`src/rtl/uart_pkg.sv`:
```
// Shared UART definitions: receiver/transmitter state encoding and bit-timing helpers.
// Used by uart_rx and uart_tx so both ends agree on the same baud arithmetic.
package uart_pkg;

    typedef enum logic [2:0] {
        IDLE,
        START,
        DATA,
        PARITY,
        STOP,
        WAIT_HIGH
    } uart_state_t;

    function automatic int calc_bit_ticks(input int clk_freq, input int baudrate);
        return clk_freq / baudrate;
    endfunction

    function automatic int calc_half_ticks(input int clk_freq, input int baudrate);
        return calc_bit_ticks(clk_freq, baudrate) / 2;
    endfunction

endpackage

```
`src/rtl/uart_sync.sv`:
```
// Multi-bit two-flop synchronizer for slow asynchronous level inputs.
// Resets to all ones so an idle-high line never looks like a start bit.
module uart_sync #(
    parameter int WIDTH = 1
) (
    input  logic             clk,
    input  logic             rst_n,
    input  logic [WIDTH-1:0] d,
    output logic [WIDTH-1:0] q
);

    logic [WIDTH-1:0] meta_reg;
    logic [WIDTH-1:0] sync_reg;

    always_ff @(posedge clk or negedge rst_n) begin
        if (!rst_n) begin
            meta_reg <= '1;
            sync_reg <= '1;
        end else begin
            meta_reg <= d;
            sync_reg <= meta_reg;
        end
    end

    assign q = sync_reg;

endmodule

```
`src/rtl/uart_rx.sv`:
```
// UART receiver: 1 start, DATA_WIDTH data bits LSB first, 1 stop, centre-sampled.
// Define UART_RX_PARITY_EN to expect an even-parity bit between data and stop.
module uart_rx
    import uart_pkg::*;
#(
    parameter int CLK_FREQ   = 50000000,
    parameter int BAUDRATE   = 9600,
    parameter int DATA_WIDTH = 8
) (
    input  logic                  clk,
    input  logic                  rst_n,
    input  logic                  line,
    output logic [DATA_WIDTH-1:0] received_data,
    output logic                  valid,
    output logic                  frame_error,
    output logic                  parity_error,
    output logic                  busy
);

    localparam int BIT_TICKS  = calc_bit_ticks(CLK_FREQ, BAUDRATE);
    localparam int HALF_TICKS = calc_half_ticks(CLK_FREQ, BAUDRATE);
    localparam int CNT_W      = $clog2(BIT_TICKS) + 1;
    localparam int IDX_W      = $clog2(DATA_WIDTH);

    localparam logic [CNT_W-1:0] BIT_LAST  = CNT_W'(BIT_TICKS - 1);
    localparam logic [CNT_W-1:0] HALF_LAST = CNT_W'(HALF_TICKS - 1);
    localparam logic [IDX_W-1:0] IDX_LAST  = IDX_W'(DATA_WIDTH - 1);

    logic rx_s;

    uart_sync #(
        .WIDTH(1)
    ) u_sync (
        .clk  (clk),
        .rst_n(rst_n),
        .d    (line),
        .q    (rx_s)
    );

    uart_state_t           state_reg, state_next;
    logic [CNT_W-1:0]      cnt_reg, cnt_next;
    logic [IDX_W-1:0]      idx_reg, idx_next;
    logic [DATA_WIDTH-1:0] shift_reg, shift_next;
    logic [DATA_WIDTH-1:0] data_reg, data_next;
    logic                  valid_reg, valid_next;
    logic                  ferr_reg, ferr_next;
`ifdef UART_RX_PARITY_EN
    logic                  par_reg, par_next;
    logic                  perr_reg, perr_next;
`endif

    always_ff @(posedge clk or negedge rst_n) begin
        if (!rst_n) begin
            state_reg <= IDLE;
            cnt_reg   <= '0;
            idx_reg   <= '0;
            shift_reg <= '0;
            data_reg  <= '0;
            valid_reg <= 1'b0;
            ferr_reg  <= 1'b0;
`ifdef UART_RX_PARITY_EN
            par_reg   <= 1'b0;
            perr_reg  <= 1'b0;
`endif
        end else begin
            state_reg <= state_next;
            cnt_reg   <= cnt_next;
            idx_reg   <= idx_next;
            shift_reg <= shift_next;
            data_reg  <= data_next;
            valid_reg <= valid_next;
            ferr_reg  <= ferr_next;
`ifdef UART_RX_PARITY_EN
            par_reg   <= par_next;
            perr_reg  <= perr_next;
`endif
        end
    end

    always_comb begin
        state_next = state_reg;
        cnt_next   = cnt_reg;
        idx_next   = idx_reg;
        shift_next = shift_reg;
        data_next  = data_reg;
        valid_next = 1'b0;
        ferr_next  = 1'b0;
`ifdef UART_RX_PARITY_EN
        par_next   = par_reg;
        perr_next  = 1'b0;
`endif
        case (state_reg)
            IDLE: begin
                cnt_next = '0;
                if (!rx_s) begin
                    state_next = START;
                end
            end
            START: begin
                if (cnt_reg == HALF_LAST) begin
                    cnt_next = '0;
                    idx_next = '0;
                    // A start bit that is high again at its centre was a glitch.
                    state_next = rx_s ? IDLE : DATA;
                end else begin
                    cnt_next = cnt_reg + CNT_W'(1);
                end
            end
            DATA: begin
                if (cnt_reg == BIT_LAST) begin
                    cnt_next = '0;
                    shift_next[idx_reg] = rx_s;
                    if (idx_reg == IDX_LAST) begin
`ifdef UART_RX_PARITY_EN
                        state_next = PARITY;
`else
                        state_next = STOP;
`endif
                    end else begin
                        idx_next = idx_reg + IDX_W'(1);
                    end
                end else begin
                    cnt_next = cnt_reg + CNT_W'(1);
                end
            end
`ifdef UART_RX_PARITY_EN
            PARITY: begin
                if (cnt_reg == BIT_LAST) begin
                    cnt_next   = '0;
                    par_next   = rx_s;
                    state_next = STOP;
                end else begin
                    cnt_next = cnt_reg + CNT_W'(1);
                end
            end
`endif
            STOP: begin
                if (cnt_reg == BIT_LAST) begin
                    cnt_next = '0;
                    if (rx_s) begin
                        // Leave mid stop bit so an immediately following start bit is caught.
                        state_next = IDLE;
`ifdef UART_RX_PARITY_EN
                        if (par_reg != ^shift_reg) begin
                            perr_next = 1'b1;
                        end else begin
                            valid_next = 1'b1;
                            data_next  = shift_reg;
                        end
`else
                        valid_next = 1'b1;
                        data_next  = shift_reg;
`endif
                    end else begin
                        ferr_next  = 1'b1;
                        state_next = WAIT_HIGH;
                    end
                end else begin
                    cnt_next = cnt_reg + CNT_W'(1);
                end
            end
            WAIT_HIGH: begin
                cnt_next = '0;
                if (rx_s) begin
                    state_next = IDLE;
                end
            end
            default: begin
                state_next = IDLE;
                cnt_next   = '0;
            end
        endcase
    end

    assign received_data = data_reg;
    assign valid         = valid_reg;
    assign frame_error   = ferr_reg;
    assign busy          = (state_reg != IDLE);
`ifdef UART_RX_PARITY_EN
    assign parity_error  = perr_reg;
`else
    assign parity_error  = 1'b0;
`endif

endmodule
```
`config.mk`:
```
export PLATFORM = sky130hd
export DESIGN_NAME = uart_rx
export DESIGN_NICKNAME = d
export VERILOG_FILES = /design/src/rtl/uart_pkg.sv /design/src/rtl/uart_sync.sv /design/src/rtl/uart_rx.sv
export SDC_FILE = /design/constraint.sdc
export NUM_CORES = 1
export LEC_CHECK = 0
export BUFFER_PORTS_ARGS = -buffer_cell sky130_fd_sc_hd__clkbuf_2
export CORE_MARGIN = 5
export CORE_UTILIZATION = 55
export DETAILED_ROUTE_END_ITERATION = 12
export PLACE_DENSITY_LB_ADDON = 0.25
export SYNTH_ARGS = -nofsm -noshare
export SYNTH_HDL_FRONTEND = slang
export SYNTH_SLANG_ARGS = --single-unit
```
`constraint.sdc`:
```
create_clock -name clk -period 2.6 [get_ports clk]
set_input_delay 0.52 -clock clk [delete_from_list [all_inputs] [get_ports clk]]
set_output_delay 0.52 -clock clk [all_outputs]
set_load 0.02 [all_outputs]
```
==> metrics.md <==
| Metric | Value |
|---|---|
| Starting density of the core | 56.4% |
| Worst Skew | 9.36 ps |
| Placed cell area | 1970 sq um |
| Detailed Routing Iterations Pass 1 | 4 |
| Fin crit share | 84.9% |
| Worst slew margin | 35.9% |
| # DRC | 0 |
| Max Cap Violations | 0 |
| Syn Nets | 172 |
| Final GP Congestion | 0.812 |
| Yosys reg bits | 40 |
| I/O pins | 15 |
| Flop2flop setup slack | 390 ps |
| Chip Height | 68.5 microns |
| CTS clk-pin slew, worst paths | 120 ps |
| Largest register FFs | 14 |
| Setup violators final | 0 |
| Post-route cell area | 2060 sq um |
| Hold Buf Count CTS | 0 |
| FF-to-FF path depth | 6 |
| Num CTS Buffers | 5 |
| RSZ-0062 raised after global routing | false |
| Top FF cell, synth | dfrtp_1 |
| GRT overflow | 0 |
| Worst Hold End | u_sync.meta_reg |
| Clock group share of total power | 40.2% |
| Number of nets in the layout | 186 |
| Avg Cell Area, Syn | 11.3 sq um |
| Tightest Pin Transition | 961 ps |
| Clock buffer depth | 2 |
| Unique masters post-synth | 43 |
| Async SR Flop Fraction | 100% |
| Depth of the worst hold-timing path | 1 |
| Cells after synthesis | 166 |
| Die boundary width | 68.5 microns |
| Total power | 1.08 mW |
| Via/cell ratio | 5.57 |
| Detail Route Antenna Nets | 0 |
| Synthesized area | 1880 sq um |
| Area of the multi-input gates | 821 sq um |
| Crit. End Element | flip-flop |
| Largest fanout on the critical path | 5 |
| CTS sink count | 40 |
| P_int | 0.857 mW |
| Share of cells above drive strength 1 | 26.5% |
| Vias in the first global route | 1,191 |
| Post-synth EDFFs | 0 |
| Global Route Usage Sum | 16.1% |
| Worst EP required | 2850 ps |
| Setup TNS | 0 ps |
| Clock Latency Late Sink | 360 ps |
| Largest net degree at the start of global routing | 41 |
| Wire length after detailed routing | 3.24 mm |
| IO Port Bufs | 13 |
| Flop pwr share | 58.4% |
| Status | complete, no violations |
| Dpl hpwl | 2.24 mm |
| Layout fillers | 277 |
| Switch share | 20.3% |
| Hold WC Path Type | input pin to flip-flop |
| Min Tclk post-route | 2210 ps |
| Die footprint | 4690 sq um |
| Hold_sp | line |
| CTS Root Cell | clkbuf_4 |
| H-tree levels | 2 |
| Initial antenna violation count | 0 |
| WL/cell | 14.3 microns |
| Detailed-route via count | 1,264 |
| DR iter-0 viols | 83 |
| Core Area | 3340 sq um |
| PostCTS Resize Cnt | 0 |
| Final hold violations | 0 |
| NetSw | 0.218 mW |
| Setup Crit Path Kind | flip-flop to flip-flop |
| N_diodes | 0 |
| F_max | 453 MHz |
| Power Dens Cells | 522 nW/um^2 |
| Leak | 1.01 nW |
| Reg-to-Reg End | shift_reg[4] |
| CP Data Arrival Time | 2460 ps |
| First-pass GRT wire length | 5.42 mm |
| Max-slew violation count | 0 |
| Postcts setup bufs | 0 |
| Register area share after synthesis | 53.3% |
| Worst R2R Start | cnt_reg[0] |
| Combinational fraction of design power | 1.4% |
| Sequential cell area | 1000 sq um |
| CTS tree | done |
| Peak VDD IR | 0.376 mV |
| Row count | 21 |
| Area delta synth->final | 9.37% |
| Warnings from Yosys | 0 |
| Crit path launch type | flip-flop |
[kinds of logic (layout without fill, tap and decap cells)]
| kind of cell | Yosys count | count (layout) | synth area share (%) |
|---|---|---|---|
| AO/OA/AOI/OAI | 20 | 20 | 6.65 |
| XOR/XNOR | 9 | 9 | 4.19 |
| adder cells (fa/ha/maj) | 3 | 3 | 1.99 |
| buffers and inverters | 11 | 26 | 3.12 |
| flip-flops | 40 | 40 | 53.3 |
| multiplexers | 17 | 17 | 10.2 |
| other | 1 | 1 | 0.199 |
| AND/OR/NAND/NOR | 65 | 65 | 20.4 |
[cell usage in the layout, fill, tap and decap left out, types with 2 or more instances in the layout]
cell type  instances
nand3_1            5
and3_1             3
dfstp_2            2
xor2_1             8
clkbuf_2          13
and4_1             3
dfrtp_1           38
a31oi_1            3
a22o_1             2
nand4_1            4
nand2_1            8
a21oi_1            5
o21ai_0            4
nor3b_2            2
or3_1              4
nand2b_1           2
nor3_1             5
a22oi_1            2
ha_1               3
nand3b_1           2
clkbuf_4           5
mux2_2            17
nor2_1            16
inv_1              4
[per-stage QoR]
stage	hold WS [ps]	utilization [%]	instances	setup WS [ps]
after floorplan	224	-	166	613
after global placement	346	59.0	219	548
after detailed placement	348	59.0	219	418
after CTS	210	61.7	227	396
after global routing	207	61.7	227	288
final	229	61.7	227	393
[cells in the mapped netlist (2+ instances only)]
cell type	n	area share [%]
a31oi_1	3	1.0
and4_1	3	1.4
inv_1	4	0.80
ha_1	3	2.0
xor2_1	8	3.7
o21ai_0	4	1.1
buf_4	2	0.80
a22oi_1	2	0.80
mux2_2	17	10
nand3b_1	2	0.80
a21oi_1	5	1.3
a22o_1	2	0.93
nand2b_1	2	0.66
nor2_1	16	3.2
nand2_1	8	1.6
nand4_1	4	1.3
nand3_1	5	1.3
or3_1	4	1.3
nor3b_2	2	1.3
buf_2	2	0.53
dfrtp_1	38	50
clkbuf_1	2	0.40
nor3_1	5	1.3
and3_1	3	1.0
dfstp_2	2	2.8
[area by class of cell]
| cell class | count | area share [%] |
|---|---|---|
| tap | 46 | 2.79 |
| clock buffer | 6 | 2.49 |
| sequential | 40 | 48.7 |
| timing repair buffer | 14 | 3.52 |
| inverter | 4 | 0.729 |
| multi-input combinational | 115 | 39.9 |
| clock inverter | 2 | 1.88 |
[how the worst max path moves through the flow]
stage / start / end / slack (ps) / cells past startpoint
global route: cnt_reg[0] / shift_reg[3] / 290 / 6
CTS: cnt_reg[0] / shift_reg[4] / 400 / 6
global placement: cnt_reg[0] / shift_reg[4] / 550 / 6
detailed placement: cnt_reg[0] / shift_reg[4] / 420 / 6
finish: cnt_reg[0] / shift_reg[4] / 390 / 6
floorplan: cnt_reg[0] / shift_reg[4] / 610 / 6
[metal layers]
layer,vias up,global-route usage [%],share of wire [%]
met1,616,21.0,48
met4,0,8.68,2.0
li1,614,-,-
met3,7,5.83,4.9
met2,27,23.2,45
met5,-,0,0
[power groups by stage]
stage | registers, mW | logic, mW | clock network [mW]
after floorplan | 0.638 | 0.00495 | 0
after global placement | 0.640 | 0.0154 | 0
after detailed placement | 0.640 | 0.0159 | 0
after CTS | 0.628 | 0.0159 | 0.450
after global routing | 0.629 | 0.0182 | 0.472
final | 0.628 | 0.0150 | 0.432
[worst max-delay path, stage by stage (launching register included)]
cell,delay (ps)
dfrtp_1,410
ha_1,240
and4_1,270
nand4_2,180
or3_4,440
nor3b_2,200
mux2_2,350
No activity file was read; power rests on OpenSTA's default activity.
